==> src/rtl/kbd_pkg.sv <==
// Shared scan-code constants and FSM state type for the PS/2 key decoder.
package kbd_pkg;

  // Set-2 prefix bytes
  localparam logic [7:0] SC_EXT   = 8'hE0;
  localparam logic [7:0] SC_BRK   = 8'hF0;

  // Default key codes (space is plain, arrows are E0-extended)
  localparam logic [7:0] SC_SPACE = 8'h29;
  localparam logic [7:0] SC_LEFT  = 8'h6B;
  localparam logic [7:0] SC_RIGHT = 8'h74;

  // 50 ms at 50 MHz between a prefix byte and the byte that follows it
  localparam int TIMEOUT_DEFAULT = 2_500_000;

  typedef enum logic [1:0] {
    IDLE,
    EXT,
    BRK,
    EXT_BRK
  } kbd_state_t;

endpackage

==> src/rtl/keyboard_key_state.sv <==
// Turns the PS/2 set-2 byte stream into held-key levels for the arrows and
// space, plus a per-frame sticky fire request so short space taps survive.
module keyboard_key_state
  import kbd_pkg::*;
#(
  parameter logic [7:0] KEY_SPACE      = SC_SPACE,
  parameter logic [7:0] KEY_LEFT       = SC_LEFT,
  parameter logic [7:0] KEY_RIGHT      = SC_RIGHT,
  parameter int         TIMEOUT_CYCLES = TIMEOUT_DEFAULT
) (
  input  logic       clk,
  input  logic       resetN,
  input  logic [7:0] din,
  input  logic       din_new,
  input  logic       startOfFrame,
  output logic       rightArrow,
  output logic       leftArrow,
  output logic       spaceBar,
  output logic       fireReq
);

  localparam int CNT_W = $clog2(TIMEOUT_CYCLES);
  localparam logic [CNT_W-1:0] CNT_LAST = CNT_W'(TIMEOUT_CYCLES - 1);

  kbd_state_t       state;
  kbd_state_t       nextState;
  logic [CNT_W-1:0] cnt;

  logic makeSpace, breakSpace;
  logic makeLeft, breakLeft;
  logic makeRight, breakRight;
  logic timedOut;

  // Decode which key event, if any, the current byte completes
  always_comb begin
    makeSpace  = din_new && (state == IDLE)    && (din == KEY_SPACE);
    breakSpace = din_new && (state == BRK)     && (din == KEY_SPACE);
    makeLeft   = din_new && (state == EXT)     && (din == KEY_LEFT);
    breakLeft  = din_new && (state == EXT_BRK) && (din == KEY_LEFT);
    makeRight  = din_new && (state == EXT)     && (din == KEY_RIGHT);
    breakRight = din_new && (state == EXT_BRK) && (din == KEY_RIGHT);
    timedOut   = (state != IDLE) && (cnt == CNT_LAST);
  end

  // Next-state logic: bytes drive the walk, timeout abandons a stale prefix
  always_comb begin
    nextState = state;
    if (din_new) begin
      case (state)
        IDLE: begin
          if (din == SC_EXT)      nextState = EXT;
          else if (din == SC_BRK) nextState = BRK;
          else                    nextState = IDLE;
        end
        EXT: begin
          if (din == SC_BRK)      nextState = EXT_BRK;
          else if (din == SC_EXT) nextState = EXT;
          else                    nextState = IDLE;
        end
        default:                  nextState = IDLE;
      endcase
    end else if (timedOut) begin
      nextState = IDLE;
    end
  end

  // Sequence state and prefix timeout counter (counter idles at zero)
  always_ff @(posedge clk or negedge resetN) begin
    if (!resetN) begin
      state <= IDLE;
      cnt   <= '0;
    end else begin
      state <= nextState;
      if (din_new || (state == IDLE) || timedOut) cnt <= '0;
      else                                       cnt <= cnt + 1'b1;
    end
  end

  // Held-key levels; make sets, break clears, repeats leave them at 1
  always_ff @(posedge clk or negedge resetN) begin
    if (!resetN) begin
      spaceBar   <= 1'b0;
      leftArrow  <= 1'b0;
      rightArrow <= 1'b0;
    end else begin
      if (makeSpace)       spaceBar   <= 1'b1;
      else if (breakSpace) spaceBar   <= 1'b0;
      if (makeLeft)        leftArrow  <= 1'b1;
      else if (breakLeft)  leftArrow  <= 1'b0;
      if (makeRight)       rightArrow <= 1'b1;
      else if (breakRight) rightArrow <= 1'b0;
    end
  end

  // Sticky fire: only a fresh press sets it, and a set beats the frame clear
  always_ff @(posedge clk or negedge resetN) begin
    if (!resetN) begin
      fireReq <= 1'b0;
    end else if (makeSpace && !spaceBar) begin
      fireReq <= 1'b1;
    end else if (startOfFrame) begin
      fireReq <= 1'b0;
    end
  end

endmodule

==> config.mk <==
export PLATFORM = sky130hd
export DESIGN_NAME = keyboard_key_state
export DESIGN_NICKNAME = d
export VERILOG_FILES = /design/src/rtl/kbd_pkg.sv /design/src/rtl/keyboard_key_state.sv
export SDC_FILE = /design/constraint.sdc
export NUM_CORES = 1
export LEC_CHECK = 0
export CAP_MARGIN = 10
export CORE_MARGIN = 4
export CORE_UTILIZATION = 59
export DETAILED_ROUTE_END_ITERATION = 6
export PLACE_DENSITY = 0.83
export SETUP_SLACK_MARGIN = 0.4
export SYNTH_ARGS = -nofsm -noshare
export SYNTH_HDL_FRONTEND = slang
export SYNTH_SLANG_ARGS = --single-unit
==> constraint.sdc <==
create_clock -name clk -period 3.8 [get_ports clk]
set_input_delay 0.57 -clock clk [delete_from_list [all_inputs] [get_ports clk]]
set_output_delay 0.57 -clock clk [all_outputs]
set_load 0.02 [all_outputs]
# ---- Yosys cells after proc, flatten, opt, wreduce, memory -nomap -nowiden
# Cells that the tools add are included.
dict set report word_totals {
  ff_bits 28
  inputBits 12
  out_inout_bits 4
  wordCells 54
}
dict set report classes {
  add_sub_neg 1
  n_eq_ne 9
  n_mux 16
  n_reduce_logical 22
}
# cell count
set ops {}
lappend ops {{22-bit by 1-bit adder with 22-bit output (second input constant)} 1}
lappend ops {{22-bit == test (second input constant)} 1}
lappend ops {{22-bit two-way mux} 1}
lappend ops {{8-bit by 7-bit == test with 1-bit output (second input constant)} 2}
lappend ops {{8-bit == test (second input constant)} 2}
lappend ops {{1-bit logical AND} 12}
lappend ops {{2-bit nonzero test} 6}
lappend ops {{2-bit two-way mux} 5}
lappend ops {{1-bit two-way mux} 9}
lappend ops {{8-bit by 6-bit == test with 1-bit output (second input constant)} 1}
lappend ops {{2-bit == test (second input constant)} 2}
lappend ops {{2-bit one-hot mux with 2 select lines} 1}
lappend ops {{2-bit by 1-bit == test with 1-bit output (second input constant)} 1}
lappend ops {{2-bit zero test} 1}
lappend ops {{1-bit logical OR} 2}
lappend ops {{1-bit zero test} 1}

# ---- Logic depth before layout (Yosys ltp)
dict set report logic_depth {
  depth_word 5
  ltp_mapped 6
  mapped_depth_nobuf 5
}

# ---- Worst setup path before layout
# OpenSTA, ideal clock, no wires.
dict set report synth_path {
  path_type {flip-flop to flip-flop}
  startpoint {register cnt[0]}
  endpoint {register cnt[18]}
  setup_time_ns 0.078
  arrival_ns 1.907
  required_time_ns 3.722
  setup_slack_ns 1.815
  stages_incl_launch_ff 6
  path_buffers 0
  period_less_slack_ns 1.985
  cell_sequence {dfrtp_1 -> ha_1 -> nand4_1 -> or4_1 -> or3_1 -> a21oi_1}
}
dict set report synth_between {
  elab_chain_len 4
  elab_cells_between_ends 5
  classes_between {1 x add/sub; 1 x eq/ne; 1 x mux; 2 x reduce/logical}
}
# item line_no
set synth_rtl {}
lappend synth_rtl {{start, declared} keyboard_key_state.sv:27} ;# logic [CNT_W-1:0] cnt;
lappend synth_rtl {{start signal, assigned} keyboard_key_state.sv:75} ;# else cnt <= cnt + 1'b1;
lappend synth_rtl {{branches (longest 3 deep; another with 22-bit by 1-bit adder with 22-bit output)} --}
lappend synth_rtl {{22-bit two-way mux (*)} keyboard_key_state.sv:74} ;# if (din_new || (state == IDLE) || timedOut) cnt <= '0;
# Mark *: on every way between the ends.
# A chain may end at the register's enable or synchronous reset.

# ---- Worst setup path after layout
# Ends and elaborated chain as after synthesis.

==> results.txt <==
Status: complete, no violations
Worst Reg-to-Reg Cells: 5
Global-route wire length before repair: 5250 um
XOR/XNOR Fraction of Synth Area: 0.07920
Vias/cell: 6.138
Routed wire per std cell: 15.56 um
Setup violators final: 0
GRT Total Usage: 0.2033
Net Sw Power: 0.1008 mW
Row count: 17
PortBufs: 15
Worst hold stages: 1
Worst Hold Class: register to register
WS Path Type: register to register
Critical Path Max Stage Delay: 0.74 ns
Area grow syn2layout: 15.40%
Arrival time at the worst endpoint: 2.62 ns
Syn Nets: 164
Area share of fa/ha/maj cells after synthesis: 0.008703
CP Cell Sequence: ha_1, nand4_1, or4_1, or3_1, a21oi_1
CTS H-tree depth: 1
Area after DPL: 1623 um^2
Switch share: 0.2143
Post-synth cell types: 31
Die height: 57.36 um
Cells after synthesis: 151
Post_cts resized: 0
CTS tree: yes
Proportion of power drawn by flip-flops and latches: 0.635
Vias in the first global route: 1268
Clk buf depth: 2
Average instance area after synthesis: 9.521 um^2
Synthesis Warnings: 0
# clock sinks: 28
Multiplexer share of the synthesized area: 0.01393
Total of max-cap violations: 0
Largest family of logic cells by synthesized area: simple AND/OR/NAND/NOR gates
Commonest cells after routing, fill and taps aside: dfrtp_1 (28), nor2_1 (21), clkdlybuf4s50_1 (15)
Comb power frac: 0.050
Post-Syn Area: 1438 um^2
FF+latch area: 700.7 um^2
DR DRC count: 0
Tcrit/Tclk final: 0.6153
Multi-input logic area: 680.7 um^2
Routed via count: 1203
Setup crit end kind: register
Final hold violation count: 0
Seq cells post-synth: 28
Hpwl dp: 2230 um
Critical path depth: 5
Commonest non-fill, non-tap cell in the layout: dfrtp_1
Antenna-violating nets left: 0
Post-Synth Simple-Gate Area: 0.2654
Worst Max-Slew Pin Slew: 0.3934 ns
Initial antenna violation count: 0
Full die area: 3290 um^2
# diodes: 0
Sequential area share after synthesis: 0.4874
Initial Utilization: 0.6317
Post-CTS Setup Inserts: 0
CP delay by family, top: simple AND/OR/NAND/NOR gates
Leak: 0.6038 nW
Req. time, crit path: 4.08 ns
Final nets: 182
Post-synth top area cell: dfrtp_1
Final std cell area, no fill: 1659 um^2
Clock share of power: 0.315
CTS clock-pin slew for the worst setup and hold paths: 0.16 ns
CP max stage cell: or4_1
Slew Viols, Final: 0
Peak VDD IR: 0.2489 mV
CP Launch Type: register
Root Buffer Master: clkbuf_4
GPL Wtd Cong: 0.7966
Die X: 57.36 um
Num CTS Buffers: 3
CP Buf/Inv Count: 0
Final TNS setup: 0 ns
Layout cell share with drive strength beyond 1: 0.06548
I/O pins: 16
DR iter-0 viols: 49
Power per cell area: 283.5 nW/um^2
Final wirelength: 3049 um
Max Fclk: 427.7 MHz
Pin count of the biggest net entering global routing: 29
Post-CTS Hold Fix Bufs: 0
Core footprint: 2276 um^2
Pre-antenna DRT Iters: 4
RSZ-0062 raised after global routing: no
Post-route clock skew: 0.01306 ns
Area fraction of the dominant cell type after synthesis: 0.4874
Largest cells by area after synthesis: dfrtp_1 (49%), xnor2_1 (6.7%), nor2_1 (5.5%)
Clk_lat worst skew: 0.34 ns
Compound-Gate Fraction of Synth Area: 0.1010
Crit-path max FO: 8
Fin crit period: 2.338 ns
Number of fill cells in the layout: 173
Relative slew slack: 0.7369
Int Pwr: 0.3695 mW
Global route overflow: 0
-- sequential cells by signal, indices dropped and copies added (netlist names) --
register and cells:
state 2, cnt 22, spaceBar 1, fireReq 1, rightArrow 1, leftArrow 1
-- synthesized netlist by cell type --
cell       n
or4b_1     1
o32ai_1    1
nand3_1    9
and4_1     1
o31ai_1    3
clkbuf_1   3
nor4_1     6
xor2_1     2
and3_1     1
a22o_1     1
or4b_2     1
nand4_1    6
xnor2_1   11
or3_1      4
nor3_1     3
inv_1     11
mux2i_1    2
dfrtp_1   28
nand3_2    1
nor2_1    21
or4_1      5
or4_4      1
o41ai_1    1
buf_6      1
nand2_1    6
a21oi_1    7
o21ai_0    8
o41a_1     1
ha_1       1
nand4b_1   3
a21bo_2    1
-- routing by layer --
metal  vias to the layer above  part of all wire  track usage
met5                         -                 0            0
met4                         0             0.023       0.1391
met3                         7             0.032      0.04525
met2                        24              0.50       0.3435
met1                       591              0.44       0.2251
li1                        581                 -            -
-- path summary, 6_finish.rpt --
kind                              from      end  slack, ns
worst min-delay path            cnt[0]   cnt[0]       0.50
max in group asynchronous       resetN   cnt[9]       2.95
worst min register to register  cnt[0]   cnt[0]       0.50
worst max-delay path            cnt[0]  cnt[18]       1.46
worst max register to register  cnt[0]  cnt[18]       1.46
min in group asynchronous       resetN  fireReq       0.58
-- cell families after synthesis --
logic type / count (synthesis)
adder cells (fa/ha/maj): 1
XOR/XNOR: 13
flip-flops: 28
AND/OR/NAND/NOR: 69
multiplexers: 2
AO/OA/AOI/OAI: 23
buffers and inverters: 15
-- power groups by stage --
stage / Combinational [mW] / Sequential (mW) / Clock [mW]
after floorplan: 0.00322 / 0.304 / 0
after global placement: 0.0230 / 0.304 / 0
after detailed placement: 0.0240 / 0.304 / 0
after CTS: 0.0241 / 0.298 / 0.153
after global routing: 0.0263 / 0.299 / 0.164
final: 0.0237 / 0.298 / 0.148
-- stage by stage --
step	setup WS, ns	power, mW	std cells	hold WS [ns]	utilization
global placement	1.402	0.3270	192	0.4751	0.7130
finish	1.462	0.4703	196	0.4951	0.7290
detailed placement	1.277	0.3280	192	0.4754	0.7130
CTS	1.477	0.4756	196	0.4935	0.7290
global route	1.299	0.4889	196	0.5362	0.7290
floorplan	1.815	0.3072	151	0.2744	-
-- area by class of cell --
class                      instances  share of cell area
sequential                        28              0.4223
clock buffer                       4             0.02187
multi-input combinational        108              0.4103
inverter                          11             0.02489
timing repair buffer              17             0.09955
tap                               28             0.02112
Power figures use the tool's default switching activity.
